[config.mk]
export PLATFORM = sky130hd
export DESIGN_NAME = baud_tick_generator
export DESIGN_NICKNAME = d
export VERILOG_FILES = /design/src/rtl/baud_pkg.sv /design/src/rtl/baud_phase_acc.sv /design/src/rtl/baud_tick_generator.sv
export SDC_FILE = /design/constraint.sdc
export NUM_CORES = 1
export LEC_CHECK = 0
export ABC_AREA = 1
export BUFFER_PORTS_ARGS = -buffer_cell sky130_fd_sc_hd__buf_2
export CAP_MARGIN = 20
export CORE_MARGIN = 2
export CORE_UTILIZATION = 50
export CTS_CLUSTER_DIAMETER = 100
export CTS_CLUSTER_SIZE = 24
export DETAILED_ROUTE_END_ITERATION = 16
export PLACE_DENSITY = 0.81
export SLEW_MARGIN = 20
export SYNTH_ARGS = -nofsm -noshare
export SYNTH_HDL_FRONTEND = slang
export SYNTH_SLANG_ARGS = --single-unit
[constraint.sdc]
create_clock -name clk -period 2.2 [get_ports clk]
set_input_delay 0.44 -clock clk [delete_from_list [all_inputs] [get_ports clk]]
set_output_delay 0.44 -clock clk [all_outputs]
set_load 0.05 [all_outputs]
[src/rtl/baud_pkg.sv]
// ---------------------------------------------------------------------------
// baud_pkg
//   Shared constants for the fractional-N baud tick generator.
//   BAUD_SEL_W  : width of the baud_select code
//   BAUD_NUM    : number of table entries
//   BAUD_TABLE  : baud rate selected by each baud_select code
//   inc_calc()  : phase increment = round(baud * os * 2^acc_w / clk_hz)
// ---------------------------------------------------------------------------
package baud_pkg;

    localparam int BAUD_SEL_W = 3;
    localparam int BAUD_NUM   = 1 << BAUD_SEL_W;

    localparam int unsigned BAUD_TABLE [0:BAUD_NUM-1] = '{
        300, 1200, 4800, 9600, 19200, 38400, 57600, 115200
    };

    // Rounded to nearest: (2*num + clk) / (2*clk) avoids needing clk to be even.
    function automatic longint unsigned inc_calc(
        input longint unsigned baud,
        input longint unsigned clk_hz,
        input longint unsigned os,
        input longint unsigned acc_w
    );
        longint unsigned num;
        num = (baud * os) << acc_w;
        return (2 * num + clk_hz) / (2 * clk_hz);
    endfunction

endpackage

[src/rtl/baud_phase_acc.sv]
// ---------------------------------------------------------------------------
// baud_phase_acc
//   Phase accumulator with registered carry-out. Every enabled cycle the
//   increment is added modulo 2^ACC_W; the residue is kept so the average
//   carry rate is exactly inc / 2^ACC_W per cycle.
//   Ports:
//     clk, reset : clock, asynchronous active-high reset
//     en         : 1 = accumulate, 0 = hold accumulator and carry
//     clr        : clear accumulator and carry (wins over en)
//     inc        : phase increment
//     carry      : registered carry of the last accumulate
// ---------------------------------------------------------------------------
module baud_phase_acc
    import baud_pkg::*;
#(
    parameter int ACC_W = 24
) (
    input  logic             clk,
    input  logic             reset,
    input  logic             en,
    input  logic             clr,
    input  logic [ACC_W-1:0] inc,
    output logic             carry
);

    logic [ACC_W-1:0] acc_reg;
    logic             carry_reg;
    logic [ACC_W:0]   sum_next;

    assign sum_next = {1'b0, acc_reg} + {1'b0, inc};

    always_ff @(posedge clk or posedge reset) begin
        if (reset) begin
            acc_reg   <= '0;
            carry_reg <= 1'b0;
        end else if (clr) begin
            acc_reg   <= '0;
            carry_reg <= 1'b0;
        end else if (en) begin
            acc_reg   <= sum_next[ACC_W-1:0];
            carry_reg <= sum_next[ACC_W];
        end
    end

    assign carry = carry_reg;

endmodule

[src/rtl/baud_tick_generator.sv]
// ---------------------------------------------------------------------------
// baud_tick_generator
//   Fractional-N baud tick source. A phase accumulator produces os_tick at
//   baud*OVERSAMPLE; an oversample counter decodes mid_tick (mid-bit) and
//   bit_tick (bit boundary). resync restarts the bit phase at 0.
//   Ports:
//     clk, reset  : clock, asynchronous active-high reset
//     enable      : 1 = run, 0 = hold all state and suppress ticks
//     baud_select : 0..7 -> 300 .. 115200 baud
//     resync      : one-cycle pulse, restart bit phase
//     inc_wr      : (BAUD_RUNTIME_INC_EN only) load runtime increment
//     inc_val     : (BAUD_RUNTIME_INC_EN only) runtime increment, 0 = use table
//     os_tick     : oversample tick
//     mid_tick    : os_tick at os_cnt == OVERSAMPLE/2-1
//     bit_tick    : os_tick at os_cnt == OVERSAMPLE-1 (wrap to 0)
//     os_cnt      : current oversample index
//   Optional feature macro: BAUD_RUNTIME_INC_EN
// ---------------------------------------------------------------------------
module baud_tick_generator
    import baud_pkg::*;
#(
    parameter int CLK_FREQ_HZ = 50000000,
    parameter int OVERSAMPLE  = 16,
    parameter int ACC_W       = 24
) (
    input  logic                          clk,
    input  logic                          reset,
    input  logic                          enable,
    input  logic [BAUD_SEL_W-1:0]         baud_select,
    input  logic                          resync,
`ifdef BAUD_RUNTIME_INC_EN
    input  logic                          inc_wr,
    input  logic [ACC_W-1:0]              inc_val,
`endif
    output logic                          os_tick,
    output logic                          mid_tick,
    output logic                          bit_tick,
    output logic [$clog2(OVERSAMPLE)-1:0] os_cnt
);

    localparam int CNT_W = $clog2(OVERSAMPLE);
    localparam logic [CNT_W-1:0] MID_IDX  = CNT_W'(OVERSAMPLE / 2 - 1);
    localparam logic [CNT_W-1:0] LAST_IDX = CNT_W'(OVERSAMPLE - 1);

    if ((OVERSAMPLE % 2) != 0 || OVERSAMPLE < 4 || OVERSAMPLE > 64) begin : g_os_err
        $error("OVERSAMPLE must be even and within 4..64");
    end

    // Increment table evaluated at elaboration from the clock frequency.
    logic [ACC_W-1:0] inc_tab [0:BAUD_NUM-1];

    for (genvar gi = 0; gi < BAUD_NUM; gi++) begin : g_inc
        localparam longint unsigned INC_G =
            inc_calc(BAUD_TABLE[gi], CLK_FREQ_HZ, OVERSAMPLE, ACC_W);
        if (INC_G == 0 || INC_G >= (64'd1 << ACC_W)) begin : g_inc_err
            $error("baud increment out of range for table entry %0d", gi);
        end
        assign inc_tab[gi] = INC_G[ACC_W-1:0];
    end

    logic [BAUD_SEL_W-1:0] sel_reg;
    logic                  rate_change;
    logic                  clr;
    logic [ACC_W-1:0]      inc;
    logic                  carry;
    logic [CNT_W-1:0]      cnt_reg;

    always_ff @(posedge clk or posedge reset) begin
        if (reset) begin
            sel_reg <= '0;
        end else begin
            sel_reg <= baud_select;
        end
    end

    assign rate_change = (baud_select != sel_reg);

`ifdef BAUD_RUNTIME_INC_EN
    logic             ovr_reg;
    logic [ACC_W-1:0] inc_reg;

    // A write of 0 drops back to the table; a write takes priority over a
    // simultaneous baud_select change.
    always_ff @(posedge clk or posedge reset) begin
        if (reset) begin
            ovr_reg <= 1'b0;
            inc_reg <= '0;
        end else if (inc_wr) begin
            ovr_reg <= |inc_val;
            inc_reg <= inc_val;
        end else if (rate_change) begin
            ovr_reg <= 1'b0;
        end
    end

    assign clr = resync | rate_change | inc_wr;
    assign inc = ovr_reg ? inc_reg : inc_tab[sel_reg];
`else
    assign clr = resync | rate_change;
    assign inc = inc_tab[sel_reg];
`endif

    baud_phase_acc #(
        .ACC_W (ACC_W)
    ) u_phase_acc (
        .clk   (clk),
        .reset (reset),
        .en    (enable),
        .clr   (clr),
        .inc   (inc),
        .carry (carry)
    );

    // The carry is held while disabled, so a tick due at freeze time is
    // delivered on the first enabled cycle rather than lost or duplicated.
    assign os_tick = carry & enable & ~clr;

    always_ff @(posedge clk or posedge reset) begin
        if (reset) begin
            cnt_reg <= '0;
        end else if (clr) begin
            cnt_reg <= '0;
        end else if (os_tick) begin
            cnt_reg <= (cnt_reg == LAST_IDX) ? '0 : cnt_reg + CNT_W'(1);
        end
    end

    assign os_cnt   = cnt_reg;
    assign mid_tick = os_tick & (cnt_reg == MID_IDX);
    assign bit_tick = os_tick & (cnt_reg == LAST_IDX);

endmodule

* After elaboration in Yosys (flattened, before gate mapping)
Memories as Yosys holds them, arrays and structs flattened.
Cells that the tools add are included.
** Operators by class
- Reduce and logical (&&, ||, !) cells :: 2
- Magnitude comparators :: 1
- Muxes and demuxes :: 9
- Bitwise gates (word level) :: 7
- Add/sub/neg operators :: 2
- Equality and inequality tests :: 3
** Operator list (number)
- 24-bit 2-to-1 mux :: 4
- 24-bit by 24-bit adder with 25-bit output :: 1
- 4-bit 2-to-1 mux :: 3
- 4-bit by 1-bit adder with 4-bit output (second input constant) :: 1
- 1-bit AND :: 4
- 4-bit by 3-bit equality test with 1-bit output (second input constant) :: 1
- 4-bit equality test (second input constant) :: 1
- 4-bit >= comparator (second input constant) :: 1
- 3-bit inverter with 4-bit output :: 1
- 2-bit nonzero test :: 2
- 3-bit != test :: 1
- 1-bit 2-to-1 mux :: 2
- 1-bit inverter :: 1
- 1-bit OR :: 1
** Storage, ports and cells
- Logic and storage cells :: 29
- Register bits :: 32
- Memories :: 1
- Memory bits (read-only) :: 192
- Output and inout port bits :: 7
- Input port bits :: 7
** Memories
- (name not given) :: words 8, bits a word 24, rd ports 1, clocked after memory_dff 0, write ports 0, line baud_tick_generator.sv:100 : assign inc = inc_tab[sel_reg];

* Depth between registers and ports, before layout
- Depth after elaboration :: 7
- Mapped depth :: 17
- Mapped depth without buffers :: 17

* Cells and area by module
Synthesis repeated with hierarchy kept, for this count alone.
** Second synthesis, totals
- Cells, all modules :: 565
- Area total of the unflattened synthesis :: 3462.1 µm²
** Modules (own cells, without submodules)
- baud_phase_acc :: instances 1, area each 2748.9 µm², seq. area each 625.6 µm², cells an instance 455
- baud_tick_generator :: instances 1, area each 713.2 µm², seq. area each 175.2 µm², cells an instance 110

* Worst setup path before layout
No wires, ideal clock.
- Path type :: flip-flop to flip-flop
- Start :: reg sel_reg[0]
- End :: reg u_phase_acc.acc_reg[16]
- Data required time :: 2.079 ns
- Setup time :: 0.121 ns
- Buffers on the path :: 0
- Period minus slack after synthesis :: 2.498 ns
- Path slack :: -0.298 ns
- Arrival time :: 2.377 ns
- Cell stages (with the launch flop) :: 17
- Cell sequence :: dfrtp_1 inv_1 ha_1 o21ai_0 ha_1 inv_1 fa_1 inv_1 nand3_1 nand3_1 nand2_1 nand2_1 nand2_1 nand2_1 nand2_1 nand2_1 o21ai_1
** Between the ends
- Longest elaborated chain between the ends :: 7
- Elaborated cells on any way between the ends :: 10
- Those cells by class :: add/sub: 1; eq/ne: 1; mux: 4; bitwise: 2; reduce/logical: 1; memory: 1
** Ends and longest elaborated chain
- from (decl) :: line baud_tick_generator.sv:61 : logic [BAUD_SEL_W-1:0] sel_reg;
- from (signal assigned) :: line baud_tick_generator.sv:72 : sel_reg <= baud_select;
- 3-bit inverter with 4-bit output (implied by the code) :: line baud_tick_generator.sv:100
- memory read 8 x 24 bit
- 24-bit 2-to-1 mux (implied by the code) (2 in series) :: line baud_tick_generator.sv:100
- 24-bit by 24-bit adder with 25-bit output :: line baud_phase_acc.sv:30 : assign sum_next = {1'b0, acc_reg} + {1'b0, inc};
- 24-bit 2-to-1 mux :: line baud_phase_acc.sv:39 : end else if (en) begin
- 24-bit 2-to-1 mux :: line baud_phase_acc.sv:36 : end else if (clr) begin
- to (signal assigned) :: line baud_phase_acc.sv:40 : acc_reg <= sum_next[ACC_W-1:0];
- to (decl) :: line baud_phase_acc.sv:26 : logic [ACC_W-1:0] acc_reg;
Parallel ways exist; a longest one is shown, timed or not. The select of a mux whose other input is x is not followed.
A chain may end at the register's enable or synchronous reset.

* Worst setup path after layout
- Start :: reg sel_reg[2]
- End :: reg u_phase_acc.acc_reg[20]
Same word-level chain as after synthesis.

==> impl_metrics.json <==
{
  "timing.critical_path.depth": 14,
  "crit_slowest_cell": "sky130_fd_sc_hd__dfrtp_2",
  "initial_standard_cell_utilization_of_the_core_pct": 52.5,
  "synth_ff_type": "sky130_fd_sc_hd__dfrtp_1",
  "drc": 0,
  "hpwlAfterDp_microns": 7090,
  "buffer_ports.inserted": 13,
  "worst_setup_path_start_kind": "register",
  "cts_inserted_buffers": 5,
  "synth.cell_area_sq_mm": 0.00315,
  "report.final.hold_viol_count": 0,
  "insertedDiodeCount": 0,
  "switchingPower_mw": 0.644,
  "hold_slack_ps": 209,
  "top_count_cell_post_synth": "sky130_fd_sc_hd__nand2_1",
  "core_footprint_sq_mm": 0.00599,
  "status": "finished, violations left",
  "worst-path-buf-inv": 3,
  "worstSetupStartpoint": "sel_reg[2]",
  "routed_wire_length_per_instance_microns": 21.4,
  "timing.fmax_mhz": 364,
  "min_period_ps": 2750,
  "p_clk_share_pct": 33.1,
  "synth-seq-cells": 32,
  "max_slew.worst_pin.slew_ps": 621,
  "synth_largest_type_area_fraction_pct": 25.4,
  "floorplan.die.height_microns": 83.3,
  "std_cell_rows": 28,
  "finalWirelength_microns": 14600,
  "cap_viol_max_count": 0,
  "power.ir.vdd_worst_mv": 0.329,
  "placedInstanceArea_sq_mm": 0.00367,
  "top_delay_family_on_crit_path": "simple AND/OR/NAND/NOR gates",
  "pwr-share-comb_pct": 33.5,
  "route.vias.total": 4370,
  "path_common_cell": "sky130_fd_sc_hd__nand2_1",
  "place.gp.congestion": 0.980,
  "power_report.internal_total_mw": 1.19,
  "timing.critical_path.cells": "buf_12 -> clkbuf_16 -> nand2_1 -> o21ai_1 -> buf_4 -> ha_1 -> nand2_1 -> nand2_1 -> a21oi_4 -> nand2_1 -> nand2_1 -> nand3_2 -> a21oi_1 -> nor2_1",
  "clk_pin_slew_ps": 80,
  "drtAntennaViolNets": 0,
  "timing.final.setup_violations": 24,
  "initial_antenna_violation_count": 0,
  "timing.critical_path.arrival_ps": 2940,
  "p_leak_nw": 2.41,
  "synth_sequential_area_ratio_pct": 25.4,
  "instances_no_fill": 685,
  "global_route.overflow_total": 0,
  "critical_path.reg2reg.startpoint": "sel_reg[2]",
  "syn_area_per_cell_sq_um": 6.00,
  "finalCritPeriodShare_pct": 125,
  "crit_end": "u_phase_acc.acc_reg[20]",
  "grt_first_pass_wirelength_microns": 16800,
  "finalSetupTns_ps": -6750,
  "placed_cells_incl_taps": 653,
  "detailedRoute.firstPassIterationCount": 8,
  "clock_latency_ps": 300,
  "ys.warnings.count": 0,
  "vias_per_cell": 6.38,
  "synth.area.top_cells": "sky130_fd_sc_hd__dfrtp_1, sky130_fd_sc_hd__nand2_1, sky130_fd_sc_hd__ha_1, sky130_fd_sc_hd__inv_1, sky130_fd_sc_hd__nor2_1",
  "drive_gt1_share_pct": 38.4,
  "worst_path_required_ps": 2400,
  "synth.net_count": 565,
  "drt_iter0_markers": 652,
  "top_level_ports": 14,
  "hold_path_class": "in2async",
  "maximum_number_of_pins_on_one_net_before_global_route_repair": 21,
  "synth_cell_types": 28,
  "async_flop_share_pct": 100,
  "fin_worst_skew_ps": 6.28,
  "largest_reg_flops": 24,
  "clock-root-buffer": "sky130_fd_sc_hd__clkbuf_8",
  "synth-edff-count": 0,
  "number_of_global_route_vias_before_repair": 3662,
  "cells_after_synthesis": 525,
  "p_sw_share_pct": 35.1,
  "flop2flop_setup_slack_ps": -550,
  "area_overhead_of_the_layout_relative_to_synthesis_pct": 48.5,
  "post-synth-top-area-cell": "sky130_fd_sc_hd__dfrtp_1",
  "fp.dieArea_sq_mm": 0.00695,
  "timing.final.ws_setup_ps": -547,
  "slowest_delay_ps": 460,
  "cts_tree": "built",
  "drv_slew": 0,
  "crit-reg2reg-capture": "u_phase_acc.acc_reg[20]",
  "dieWidth_microns": 83.3,
  "power.share.sequential_pct": 33.4,
  "clock-sinks": 32,
  "worst_r2r_path_depth": 14,
  "critPathMaxFanout": 5,
  "leading_cell_types_by_count_after_synthesis": "sky130_fd_sc_hd__nand2_1, sky130_fd_sc_hd__inv_1, sky130_fd_sc_hd__nor2_1",
  "max-slew-margin-rel_pct": 58.6,
  "violations": "negative setup slack",
  "power_density_cells_mw_per_mm2": 393,
  "cts_max_level": 2,
  "final_util_pct": 78.0,
  "cts-hold-fix-buffers": 0,
  "crit_path_end_kind": "register",
  "nets": 649,
  "maximum_clock_insertion_buffer_count": 2,
  "groute.usage.overall_pct": 30.0,
  "rsz0062_at_grt": "yes",
  "worstSetupPathType": "reg2reg",
  "final_cell_area_sq_mm": 0.00468
}
[worst min-delay path by stage]
stage / startpoint / endpoint / slack (ps) / cells after the start
after global placement: u_phase_acc.acc_reg[14] / u_phase_acc.acc_reg[14] / 470 / 2
after detailed placement: u_phase_acc.acc_reg[16] / u_phase_acc.acc_reg[16] / 480 / 2
final: reset / u_phase_acc.acc_reg[16] / 210 / 2
after CTS: reset / u_phase_acc.acc_reg[16] / 190 / 2
after global routing: reset / u_phase_acc.acc_reg[16] / 210 / 2
after floorplan: u_phase_acc.acc_reg[8] / u_phase_acc.acc_reg[8] / 460 / 2
[what timing repair did]
action,4_1_cts,5_1_grt
cloned,0,1
endpoints found under the setup margin,24,25
pin swaps,16,29
gates resized for setup,69,101
hold endpoints to repair,0,0
setup buffers,12,12
[cells in the final DEF (no fill, tap or decap), types with 7 or more instances in the layout]
master                      n
sky130_fd_sc_hd__a21oi_1   11
sky130_fd_sc_hd__a21oi_2    7
sky130_fd_sc_hd__buf_2     10
sky130_fd_sc_hd__buf_4     60
sky130_fd_sc_hd__buf_6      8
sky130_fd_sc_hd__dfrtp_1   29
sky130_fd_sc_hd__ha_1       7
sky130_fd_sc_hd__ha_2       7
sky130_fd_sc_hd__ha_4      18
sky130_fd_sc_hd__inv_1     76
sky130_fd_sc_hd__nand2_1  164
sky130_fd_sc_hd__nand2_2   38
sky130_fd_sc_hd__nand2_4    7
sky130_fd_sc_hd__nand3_1   21
sky130_fd_sc_hd__nand3_2    8
sky130_fd_sc_hd__nor2_1    38
sky130_fd_sc_hd__nor2_2    20
sky130_fd_sc_hd__o21ai_1   16
[cell type report]
type,count,area [sq um]
Tap cell,75,93.8
Clock inverter,3,42.5
Clock buffer,5,68.8
Timing Repair Buffer,84,701
Multi-Input combinational cell,399,2620
Sequential cell,32,805
Fill cell,314,1320
Inverter,87,348
[layer usage]
metal / vias to the layer above / part of all wire, % / track usage, %
li1: 1779 / - / -
met1: 1934 / 33 / 36.4
met2: 479 / 43 / 49.9
met3: 178 / 14 / 5.37
met4: 0 / 11 / 17.1
met5: - / 0 / 0
[per-stage QoR]
step	setup WS, ps	total power [mW]
floorplan	5.19	0.835
global placement	-210	0.969
detailed placement	-297	0.980
CTS	-150	1.65
global route	-578	1.88
finish	-547	1.84
[kinds of logic after synthesis]
logic type / synth area share (%)
XOR/XNOR: 1.11
buffers and inverters: 11.9
AND/OR/NAND/NOR: 40.8
flip-flops: 25.4
AO/OA/AOI/OAI: 7.39
adder cells (fa/ha/maj): 13.4
[power by group through the flow]
stage | Clock (mW) | Combinational, mW | Sequential (mW)
6_report | 0.608 | 0.614 | 0.614
5_1_grt | 0.627 | 0.635 | 0.614
4_1_cts | 0.605 | 0.436 | 0.608
3_5_place_dp | 0 | 0.363 | 0.618
3_3_place_gp | 0 | 0.352 | 0.617
2_1_floorplan | 0 | 0.219 | 0.616
(Power assumes the default switching activity.)
